--- src/rtl/fk_tap_sequencer.sv ---
// ---------------------------------------------------------------------------
// fk_tap_sequencer
//
// Upstream stage of the fk tap multiplexer in the filter datapath. It keeps
// a three-deep sample history (fk = newest, fk_1 = previous, fk_2 = the one
// before that). Each accepted sample shifts that history once. The block then
// walks the mux select through taps 0, 1 and 2, one tap per handshaked
// transfer, so the downstream multiply-accumulate consumes one tap per beat.
// While idle the select rests on 2'b11, which makes the mux output zero.
//
// Optional build macro:
//   FK_FLUSH_EN  adds a 'flush' input. It clears the history while idle.
//                flush + sample_valid together loads sample_in into fk and
//                zeroes fk_1 and fk_2. flush is ignored outside IDLE, and
//                rst has priority over it.
//
// Parameters:
//   W             sample/tap width in bits (25 to match the mux datapath)
//
// Ports:
//   clk           system clock, all logic on the rising edge
//   rst           synchronous active-high reset, overrides everything
//   sample_valid  upstream offers sample_in this cycle
//   sample_in     new sample, two's complement, stored verbatim
//   sample_ready  block can accept a sample (high only in IDLE)
//   fk            current sample register
//   fk_1          previous sample register
//   fk_2          sample two steps back register
//   sel           tap select to the mux: 00=fk, 01=fk_1, 10=fk_2, 11=idle
//   tap_valid     sel addresses a valid tap this cycle
//   tap_ready     downstream MAC accepts the current tap
//   tap_last      high with tap_valid on the final tap (sel=10)
//   flush         (FK_FLUSH_EN only) clear the history while idle
//   busy          high in any state other than IDLE
// ---------------------------------------------------------------------------
module fk_tap_sequencer #(
  parameter int W = 25
) (
  input  logic         clk,
  input  logic         rst,
  input  logic         sample_valid,
  input  logic [W-1:0] sample_in,
  output logic         sample_ready,
  output logic [W-1:0] fk,
  output logic [W-1:0] fk_1,
  output logic [W-1:0] fk_2,
  output logic [1:0]   sel,
  output logic         tap_valid,
  input  logic         tap_ready,
  output logic         tap_last,
`ifdef FK_FLUSH_EN
  input  logic         flush,
`endif
  output logic         busy
);

  typedef enum logic [1:0] {
    IDLE = 2'd0,
    TAP0 = 2'd1,
    TAP1 = 2'd2,
    TAP2 = 2'd3
  } state_e;

  localparam logic [1:0] SEL_FK   = 2'b00;
  localparam logic [1:0] SEL_FK1  = 2'b01;
  localparam logic [1:0] SEL_FK2  = 2'b10;
  localparam logic [1:0] SEL_IDLE = 2'b11;

  state_e       state_q;
  logic [1:0]   sel_q;
  logic         tapValid_q;
  logic         tapLast_q;
  logic         ready_q;
  logic         busy_q;

  logic [W-1:0] fk_q;
  logic [W-1:0] fk1_q;
  logic [W-1:0] fk2_q;
  logic [W-1:0] fk_d;
  logic [W-1:0] fk1_d;
  logic [W-1:0] fk2_d;

  logic         accept;
  logic         clearHist;

  // A sample is only ever taken in IDLE. This keeps the history frozen for
  // the whole tap walk, including stalls.
  assign accept = (state_q == IDLE) && sample_valid;

`ifdef FK_FLUSH_EN
  assign clearHist = (state_q == IDLE) && flush;
`else
  assign clearHist = 1'b0;
`endif

  // Next-state history. A normal accept shifts all three registers in the
  // same edge. An accept with flush keeps only the new sample. A flush
  // alone wipes the history.
  always_comb begin
    fk_d  = fk_q;
    fk1_d = fk1_q;
    fk2_d = fk2_q;
    if (accept) begin
      fk_d  = sample_in;
      fk1_d = clearHist ? '0 : fk_q;
      fk2_d = clearHist ? '0 : fk1_q;
    end else if (clearHist) begin
      fk_d  = '0;
      fk1_d = '0;
      fk2_d = '0;
    end
  end

  // History registers. Reset clears them, so a sample after a reset sees
  // zeros in the older taps.
  always_ff @(posedge clk) begin
    if (rst) begin
      fk_q  <= '0;
      fk1_q <= '0;
      fk2_q <= '0;
    end else begin
      fk_q  <= fk_d;
      fk1_q <= fk1_d;
      fk2_q <= fk2_d;
    end
  end

  // Tap sequencer. All handshake outputs are registered alongside the state.
  // Each one is loaded with the value that belongs to the state being
  // entered, so the outputs never glitch. Without tap_ready, a TAPn state
  // leaves every register untouched, which gives the stall behaviour. The
  // TAP2 transfer returns to IDLE with sample_ready already high, so the
  // next sample can be taken in the following cycle.
  always_ff @(posedge clk) begin
    if (rst) begin
      state_q    <= IDLE;
      sel_q      <= SEL_IDLE;
      tapValid_q <= 1'b0;
      tapLast_q  <= 1'b0;
      ready_q    <= 1'b1;
      busy_q     <= 1'b0;
    end else begin
      case (state_q)
        IDLE: begin
          if (sample_valid) begin
            state_q    <= TAP0;
            sel_q      <= SEL_FK;
            tapValid_q <= 1'b1;
            tapLast_q  <= 1'b0;
            ready_q    <= 1'b0;
            busy_q     <= 1'b1;
          end
        end
        TAP0: begin
          if (tap_ready) begin
            state_q <= TAP1;
            sel_q   <= SEL_FK1;
          end
        end
        TAP1: begin
          if (tap_ready) begin
            state_q   <= TAP2;
            sel_q     <= SEL_FK2;
            tapLast_q <= 1'b1;
          end
        end
        TAP2: begin
          if (tap_ready) begin
            state_q    <= IDLE;
            sel_q      <= SEL_IDLE;
            tapValid_q <= 1'b0;
            tapLast_q  <= 1'b0;
            ready_q    <= 1'b1;
            busy_q     <= 1'b0;
          end
        end
        default: begin
          state_q    <= IDLE;
          sel_q      <= SEL_IDLE;
          tapValid_q <= 1'b0;
          tapLast_q  <= 1'b0;
          ready_q    <= 1'b1;
          busy_q     <= 1'b0;
        end
      endcase
    end
  end

  assign sample_ready = ready_q;
  assign fk           = fk_q;
  assign fk_1         = fk1_q;
  assign fk_2         = fk2_q;
  assign sel          = sel_q;
  assign tap_valid    = tapValid_q;
  assign tap_last     = tapLast_q;
  assign busy         = busy_q;

endmodule

--- config.mk ---
export PLATFORM = sky130hd
export DESIGN_NAME = fk_tap_sequencer
export DESIGN_NICKNAME = d
export VERILOG_FILES = /design/src/rtl/fk_tap_sequencer.sv
export SDC_FILE = /design/constraint.sdc
export NUM_CORES = 1
export LEC_CHECK = 0
export ABC_AREA = 1
export CELL_PAD_IN_SITES_DETAIL_PLACEMENT = 1
export CELL_PAD_IN_SITES_GLOBAL_PLACEMENT = 1
export CORE_MARGIN = 4
export CORE_UTILIZATION = 31
export DETAILED_ROUTE_END_ITERATION = 6
export PLACE_DENSITY_LB_ADDON = 0.1
export SYNTH_ARGS = -nofsm -noshare
export SYNTH_HDL_FRONTEND = slang
export SYNTH_SLANG_ARGS = --single-unit
--- constraint.sdc ---
create_clock -name clk -period 1.9 [get_ports clk]
set_clock_uncertainty 0.2 [all_clocks]
set_input_delay 0.38 -clock clk [delete_from_list [all_inputs] [get_ports clk]]
set_output_delay 0.38 -clock clk [all_outputs]
set_load 0.05 [all_outputs]
# Word level (Yosys, flattened, before mapping)

Cells that the tools add are included.

Reductions and logical operators: 7
Mux-type cells: 15
Eq/ne operators: 7

Operators by type and width:

| cell                                                             | number |
|---|---|
| 2-bit case mux with 4 select lines                               | 2 |
| 2-bit 2-to-1 mux                                                 | 6 |
| 2-bit inequality test (second input constant)                    | 4 |
| 4-bit AND reduction                                              | 2 |
| 2-bit == test (second input constant)                            | 2 |
| 1-bit 2-to-1 mux                                                 | 4 |
| 1-bit case mux with 2 select lines                               | 2 |
| 1-bit case mux with 3 select lines                               | 1 |
| 3-bit AND reduction                                              | 1 |
| 3-bit nonzero test                                               | 1 |
| 2-bit by 1-bit == test with 1-bit output (second input constant) | 1 |
| 2-bit zero test                                                  | 1 |
| 2-bit nonzero test                                               | 1 |
| 1-bit logical AND                                                | 1 |

Output and inout bits: 81
Input bits: 29
Register bits after elaboration: 82
Word-level logic and storage cells: 37

# Depth between registers and ports, before layout

Gate-level depths: netlist of the first run.

Word-level depth: 3
Mapped depth: 9
Mapped depth without buffers: 9

# Least setup slack after synthesis of the first run

OpenSTA, ideal clock, no wires.

Path type: reg2reg
From: register state_q[0]
To: register fk1_q[0], in the netlist fk_1[0]
Clock period less this slack: 1.509 ns
Path buffers: 2
Path slack: 0.391 ns
Data arrival time: 1.193 ns
Stages on the path, launching flop included: 9
Cells stage by stage: dfxtp_1 -> inv_1 -> ha_1 -> nand2_2 -> inv_2 -> buf_6 -> buf_6 -> nor2_1 -> nor2_1

Cells in the longest elaborated chain, start to end: 2

RTL lines:

| item                     | line | text |
|---|---|---|
| start: declaration       | 69   | `state_e state_q;` |
| start signal: assignment | 136  | `state_q <= IDLE;` |
| start signal: assignment | 146  | `state_q <= TAP0;` |
| start signal: assignment | 156  | `state_q <= TAP1;` |
| 2-bit zero test          | 88   | `assign accept = (state_q == IDLE) && sample_valid;` |
| 1-bit logical AND        | 88   |  |
| end signal: assignment   | 123  | `fk1_q <= fk1_d;` |
| end: declaration         | 77   | `logic [W-1:0] fk1_q;` |

Every way passes these cells.
A chain may end at the register's enable or synchronous reset.

# Final worst setup path of the first run

From: register state_q[1]
To: register fk1_q[20], in the netlist fk_1[20]

Same word-level chain as after synthesis.

==> results of run 1 <==
-- placed cells by master, fill, tap and decap left out, drive strengths merged --
| master | instances |
|---|---|
| or2 | 1 |
| nand3 | 3 |
| a21oi | 2 |
| nand3b | 1 |
| clkbuf | 10 |
| inv | 16 |
| dfxtp | 82 |
| ha | 6 |
| o21ai | 77 |
| clkinv | 2 |
| clkdlybuf4s50 | 28 |
| clkinvlp | 1 |
| o211ai | 1 |
| nand2 | 19 |
| nor2 | 158 |
| buf | 88 |
-- power by group through the flow --
stage / Clock, mW / Combinational [mW] / Sequential [mW]
2_1_floorplan: 0 / 1.20 / 4.34
3_3_place_gp: 0 / 4.07 / 2.68
3_5_place_dp: 0 / 4.14 / 2.70
4_1_cts: 1.24 / 4.14 / 2.66
5_1_grt: 1.32 / 4.40 / 2.73
6_report: 1.21 / 4.09 / 2.65
-- synthesized netlist by cell type --
master,number
or2_2,1
o21ai_0,56
ha_1,6
clkbuf_1,9
buf_4,1
inv_2,1
inv_1,11
nor2_1,158
o21ai_1,21
o211ai_1,1
a21oi_1,2
dfxtp_1,82
clkinv_1,1
nand3_1,3
buf_6,6
nand3b_1,1
nand2_2,1
clkbuf_2,3
nand2_1,18
buf_2,6
-- worst max-delay path by stage --
| stage | from | endpoint | slack (ns) | cells past startpoint |
|---|---|---|---|---|
| after global routing | state_q[1] | sel[1] | 0.05 | 8 |
| final | state_q[1] | fk_1[20] | 0.20 | 6 |
| after CTS | state_q[1] | fk_1[20] | 0.11 | 6 |
| after global placement | sample_valid | fk[2] | 0.1 | 5 |
| after detailed placement | sample_valid | fk_2[19] | 0.05 | 5 |
| after floorplan | state_q[0] | fk_1[0] | 0.39 | 8 |
-- layer usage --
metal | share of wire, % | wire length, um | vias up | global-route usage [%]
met5 | 0 | 0 | - | 0
met4 | 1.1 | 98 | 0 | 4.75
met3 | 4.0 | 344 | 9 | 3.73
met2 | 47 | 4020 | 61 | 24.1
met1 | 48 | 4170 | 1235 | 20.6
li1 | - | - | 1433 | -
-- stage by stage --
| step | power (mW) | setup WS (ns) | std cells | utilization [%] |
|---|---|---|---|---|
| 2_1_floorplan | 5.54 | 0.391 | 388 | - |
| 3_3_place_gp | 6.75 | 0.0995 | 608 | 43.0 |
| 3_5_place_dp | 6.83 | 0.0548 | 608 | 43.0 |
| 4_1_cts | 8.04 | 0.107 | 624 | 45.0 |
| 5_1_grt | 8.46 | 0.0533 | 624 | 45.0 |
| 6_report | 7.95 | 0.199 | 624 | 45.0 |
-- tightest hold or removal path, stage by stage (launching register included) --
cell and delay (ns):
dfxtp_1 0.33, nand2_1 0.05, nand3_1 0.07
-- cells by family (layout without fill, tap and decap cells) --
family | count (synthesis) | in the layout | share of synthesized area (%)
AOI/OAI and AO/OA | 80 | 80 | 13.4
adders and majority gates | 6 | 6 | 2.49
and+or+nand+nor | 182 | 182 | 23.1
DFF | 82 | 82 | 54.4
buffers and inverters | 38 | 145 | 6.72
-- cell type report --
type	instances	area, um^2
fill	1210	5150
sequential	82	1640
multi-input combinational	268	1170
timing repair buffer	116	1010
tap	129	161
clock buffer	10	138
inverter	13	48.8
clock inverter	6	47.5
-- flip-flops by register name, summed over array words and instances, names as in the netlist --
name          cells
fk               25
tap_last          1
fk_2             25
state_q           2
sel               2
sample_ready      1
fk_1             25
busy              1
==> impl_results.md, run 1 <==
- Status: completed
- DR vias/cell: 4.39
- Area growth syn-to-layout: 39.8%
- RSZ-0062 raised after global routing: false
- Hold_sp: sel[1]
- Slew margin rel.: 83.6%
- Crit path largest cell delay: 0.43 ns
- Diodes inserted: 0
- CTS Root Buffer Type: clkbuf_8
- Synth top area share: 54.4%
- Nets: 525
- WS Path Type: reg -> reg
- Reg2reg path depth: 6
- Synthesis Warnings: 0
- CP Launch Type: flop
- Worst Path Required: 1.98 ns
- Comb power frac: 51.5%
- Switching power: 3.95 mW
- Number of post-CTS setup repair buffers: 0
- DP Area: 0.00403 mm^2
- Worst R2R End: fk_1[20]
- CTS H-tree depth: 3
- Worst min path class: reg -> reg
- Worst-path clk slew: 0.08 ns
- Drt wl/cell: 13.8 um
- P_int: 4.00 mW
- Ranking of synthesized cells by area: dfxtp_1, nor2_1, o21ai_0, o21ai_1, ha_1
- Hold_buf cts: 0
- Crit share post-route: 89.5%
- CP endpoint kind: flop
- Gates resized, CTS repair: 0
- Largest net degree at the start of global routing: 68
- Core area: 0.00937 mm^2
- Die X: 107 um
- Vias in the first global route: 2,709
- CTS tree: yes
- CTS Buffer Depth: 2
- Seq cells post-synth: 82
- Vert. Die Dim: 107 um
- Layout cells sized above 1: 21.8%
- First-pass GRT wire length: 13,900 um
- Final hold violation count: 0
- Final setup vio count: 0
- Minimum hold slack: 0.290 ns
- Worst flop-to-flop path startpoint: state_q[1]
- Leak: 1.90 nW
- Net Sw Frac: 49.7%
- Buffers added on ports: 109
- Die area: 0.0114 mm^2
- CP Max Fanout: 34
- Clock sinks: 82
- # rows: 35
- Mapped Avg Cell Area: 7.78 um^2
- Max IR drop VDD: 700 uV
- Total GRT Usage: 15.3%
- Total power density per cell area: 1880 mW/mm^2
- Initial antenna violation count: 0
- Cts bufs inserted: 9
- Mapped Area: 0.00302 mm^2
- Final TNS setup: 0 ns
- Worst Path Arrival: 1.78 ns
- Worst Hold Path EP: sel[1]
- Ports: 110
- Fmax: 588 MHz
- Starting Density: 32.2%
- Sequential Power Share: 33.3%
- Unique masters post-synth: 20
- Final Max Slew Viols: 0
- CP top delay family: flip-flops
- Max-Cap Viols: 0
- Antenna-violating nets left: 0
- Register area share after synthesis: 54.4%
- Post-route DRC: 0
- Pre-antenna DRT Iters: 4
- Initial DRC count: 110
- Wirelength, routed: 8630 um
- Insertion delay to the later sink of the worst-skew pair: 0.36 ns
- Worst path slowest cell: dfxtp_1
- Via count: 2,738
- Total grt overflow: 0
- Clk pwr share: 15.2%
- Crit path time final: 1.70 ns
- GPL Wtd Cong: 0.782
- Hold path depth: 2
- Bufs and invs on worst path: 2
- Net Count, Synth: 423
- Flop2flop setup slack: 0.20 ns
- Dpl hpwl: 6310 um
- Synthesized instance count: 388
- Crit-path cells: inv_1 -> ha_1 -> nand2_2 -> buf_6 -> o21ai_0 -> nor2_1
- Worst-Margin Slew: 0.243 ns
- Final instance area: 0.00422 mm^2
- Yosys top cell by area: dfxtp_1
No activity file was read; power rests on OpenSTA's default activity.
==> run 2, diff against run 1 <==
--- a/config.mk
+++ b/config.mk
@@ -10,6 +10,7 @@
 export CELL_PAD_IN_SITES_GLOBAL_PLACEMENT = 1
 export CORE_MARGIN = 4
 export CORE_UTILIZATION = 31
+export CTS_CLUSTER_SIZE = 10
 export DETAILED_ROUTE_END_ITERATION = 6
 export PLACE_DENSITY_LB_ADDON = 0.1
 export SYNTH_ARGS = -nofsm -noshare
==> results of run 2 <==
Final layout, timing and power as in run 1 (identical DEF).
==> run 3, diff against run 2 <==
--- a/config.mk
+++ b/config.mk
@@ -8,7 +8,6 @@
 export ABC_AREA = 1
 export CELL_PAD_IN_SITES_DETAIL_PLACEMENT = 1
 export CELL_PAD_IN_SITES_GLOBAL_PLACEMENT = 1
-export CORE_MARGIN = 4
 export CORE_UTILIZATION = 31
 export CTS_CLUSTER_SIZE = 10
 export DETAILED_ROUTE_END_ITERATION = 6
==> impl_results.md, run 3 (synthesis results as in run 1) <==
- Status: completed
- CP Launch Type: flop
- Crit share post-route: 89.2%
- Max IR drop VDD: 679 uV
- CTS H-tree depth: 3
- Pre-antenna DRT Iters: 4
- Critical Path Source: state_q[0]
- WS Path Type: reg -> reg
- Pwr Total: 7.97 mW
- Via count: 2,733
- Worst min path class: reg -> reg
- First-pass GRT wire length: 13,200 um
- CP Max Fanout: 4
- Most common cell after layout, fill and taps aside: nor2_1
- Initial DRC count: 78
- Layout cells sized above 1: 21.4%
- Total power density per cell area: 1890 mW/mm^2
- Gates resized, CTS repair: 0
- Commonest cells after routing, fill and taps aside: nor2_1, buf_4, dfxtp_1, o21ai_0, clkdlybuf4s50_1
- Max-Cap Viols: 0
- Wirelength, routed: 8210 um
- Slew margin rel.: 83.7%
- Number of post-CTS setup repair buffers: 0
- Worst-path clk slew: 0.08 ns
- Diodes inserted: 0
- Final TNS setup: 0 ns
- Insertion delay to the later sink of the worst-skew pair: 0.34 ns
- Core area: 0.00933 mm^2
- Die area: 0.0101 mm^2
- Ports: 110
- Minimum hold slack: 0.285 ns
- Clock sinks: 82
- Fill count: 1,159
- GPL Wtd Cong: 0.759
- Antenna-violating nets left: 0
- Worst Path Required: 1.97 ns
- Vert. Die Dim: 101 um
- Largest net degree at the start of global routing: 56
- Leak: 1.90 nW
- Worst Path Arrival: 1.76 ns
- Final setup vio count: 0
- Final Max Slew Viols: 0
- # rows: 35
- CTS Root Buffer Type: clkbuf_8
- Crit path time final: 1.69 ns
- Worst flop-to-flop path startpoint: state_q[0]
- Fin worst setup slack: 0.205 ns
- Cts bufs inserted: 9
- Starting Density: 32.4%
- Hold_sp: busy
- Buffers added on ports: 109
- Vias in the first global route: 2,540
- Initial antenna violation count: 0
- Drt wl/cell: 13.2 um
- Post-place setup slack: 0.0543 ns
- Total grt overflow: 0
- RSZ-0062 raised after global routing: false
- Die X: 101 um
- Nets: 525
- Hold_buf cts: 0
- DR vias/cell: 4.38
- Area growth syn-to-layout: 39.9%
- Post-route DRC: 0
- CTS tree: yes
- CTS Buffer Depth: 2
- Dpl hpwl: 5790 um
- Total GRT Usage: 16.7%
- Final hold violation count: 0
- Worst-Margin Slew: 0.242 ns
- CP endpoint kind: flop
- Post-layout util: 45.3%
- Fmax: 590 MHz
run 3: worst max-delay path: stages (launching register included):
cell	delay [ns]
dfxtp_1	0.40
inv_1	0.13
ha_1	0.25
o21ai_1	0.24
inv_1	0.07
nor2_1	0.17
nor2_1	0.07
nor2_1	0.10
run 3: per-layer routing:
layer / vias to the layer above / track usage, % / routed length, um
li1: 1428 / - / -
met1: 1234 / 23.5 / 4090
met2: 63 / 25.3 / 3640
met3: 8 / 3.33 / 376
met4: 0 / 6.02 / 97
met5: - / 0 / 0
run 3: cell type report:
cell class | instances | area (um^2) | share of cell area, %
clock buffers | 13 | 159 | 3.76
clock inverters | 3 | 46.3 | 1.10
inverters | 13 | 48.8 | 1.16
multi-input cells | 268 | 1170 | 27.8
flip-flops and latches | 82 | 1640 | 38.9
well taps | 129 | 161 | 3.82
repair buffers | 116 | 991 | 23.5
run 3: per-stage QoR:
step                cells  cell area [um^2]
finish                624              4220
global route          624              4220
CTS                   624              4220
detailed placement    608              4020
global placement      608              4020
floorplan             388              3020
run 3: worst paths after layout:
path / to / cells past startpoint / slack [ns]
worst max register to register: state_q[1] / 7 / 0.21
worst min register to register: busy / 2 / 0.28
worst min-delay path: busy / 2 / 0.28
worst max-delay path: state_q[1] / 7 / 0.21
run 3: power by group:
| group | total (mW) | internal [mW] | leakage (nW) | switching (mW) |
|---|---|---|---|---|
| registers | 2.63 | 2.25 | 0.677 | 0.385 |
| logic | 4.05 | 1.19 | 1.12 | 2.86 |
| clock network | 1.29 | 0.686 | 0.100 | 0.607 |
| total | 7.97 | 4.12 | 1.90 | 3.85 |
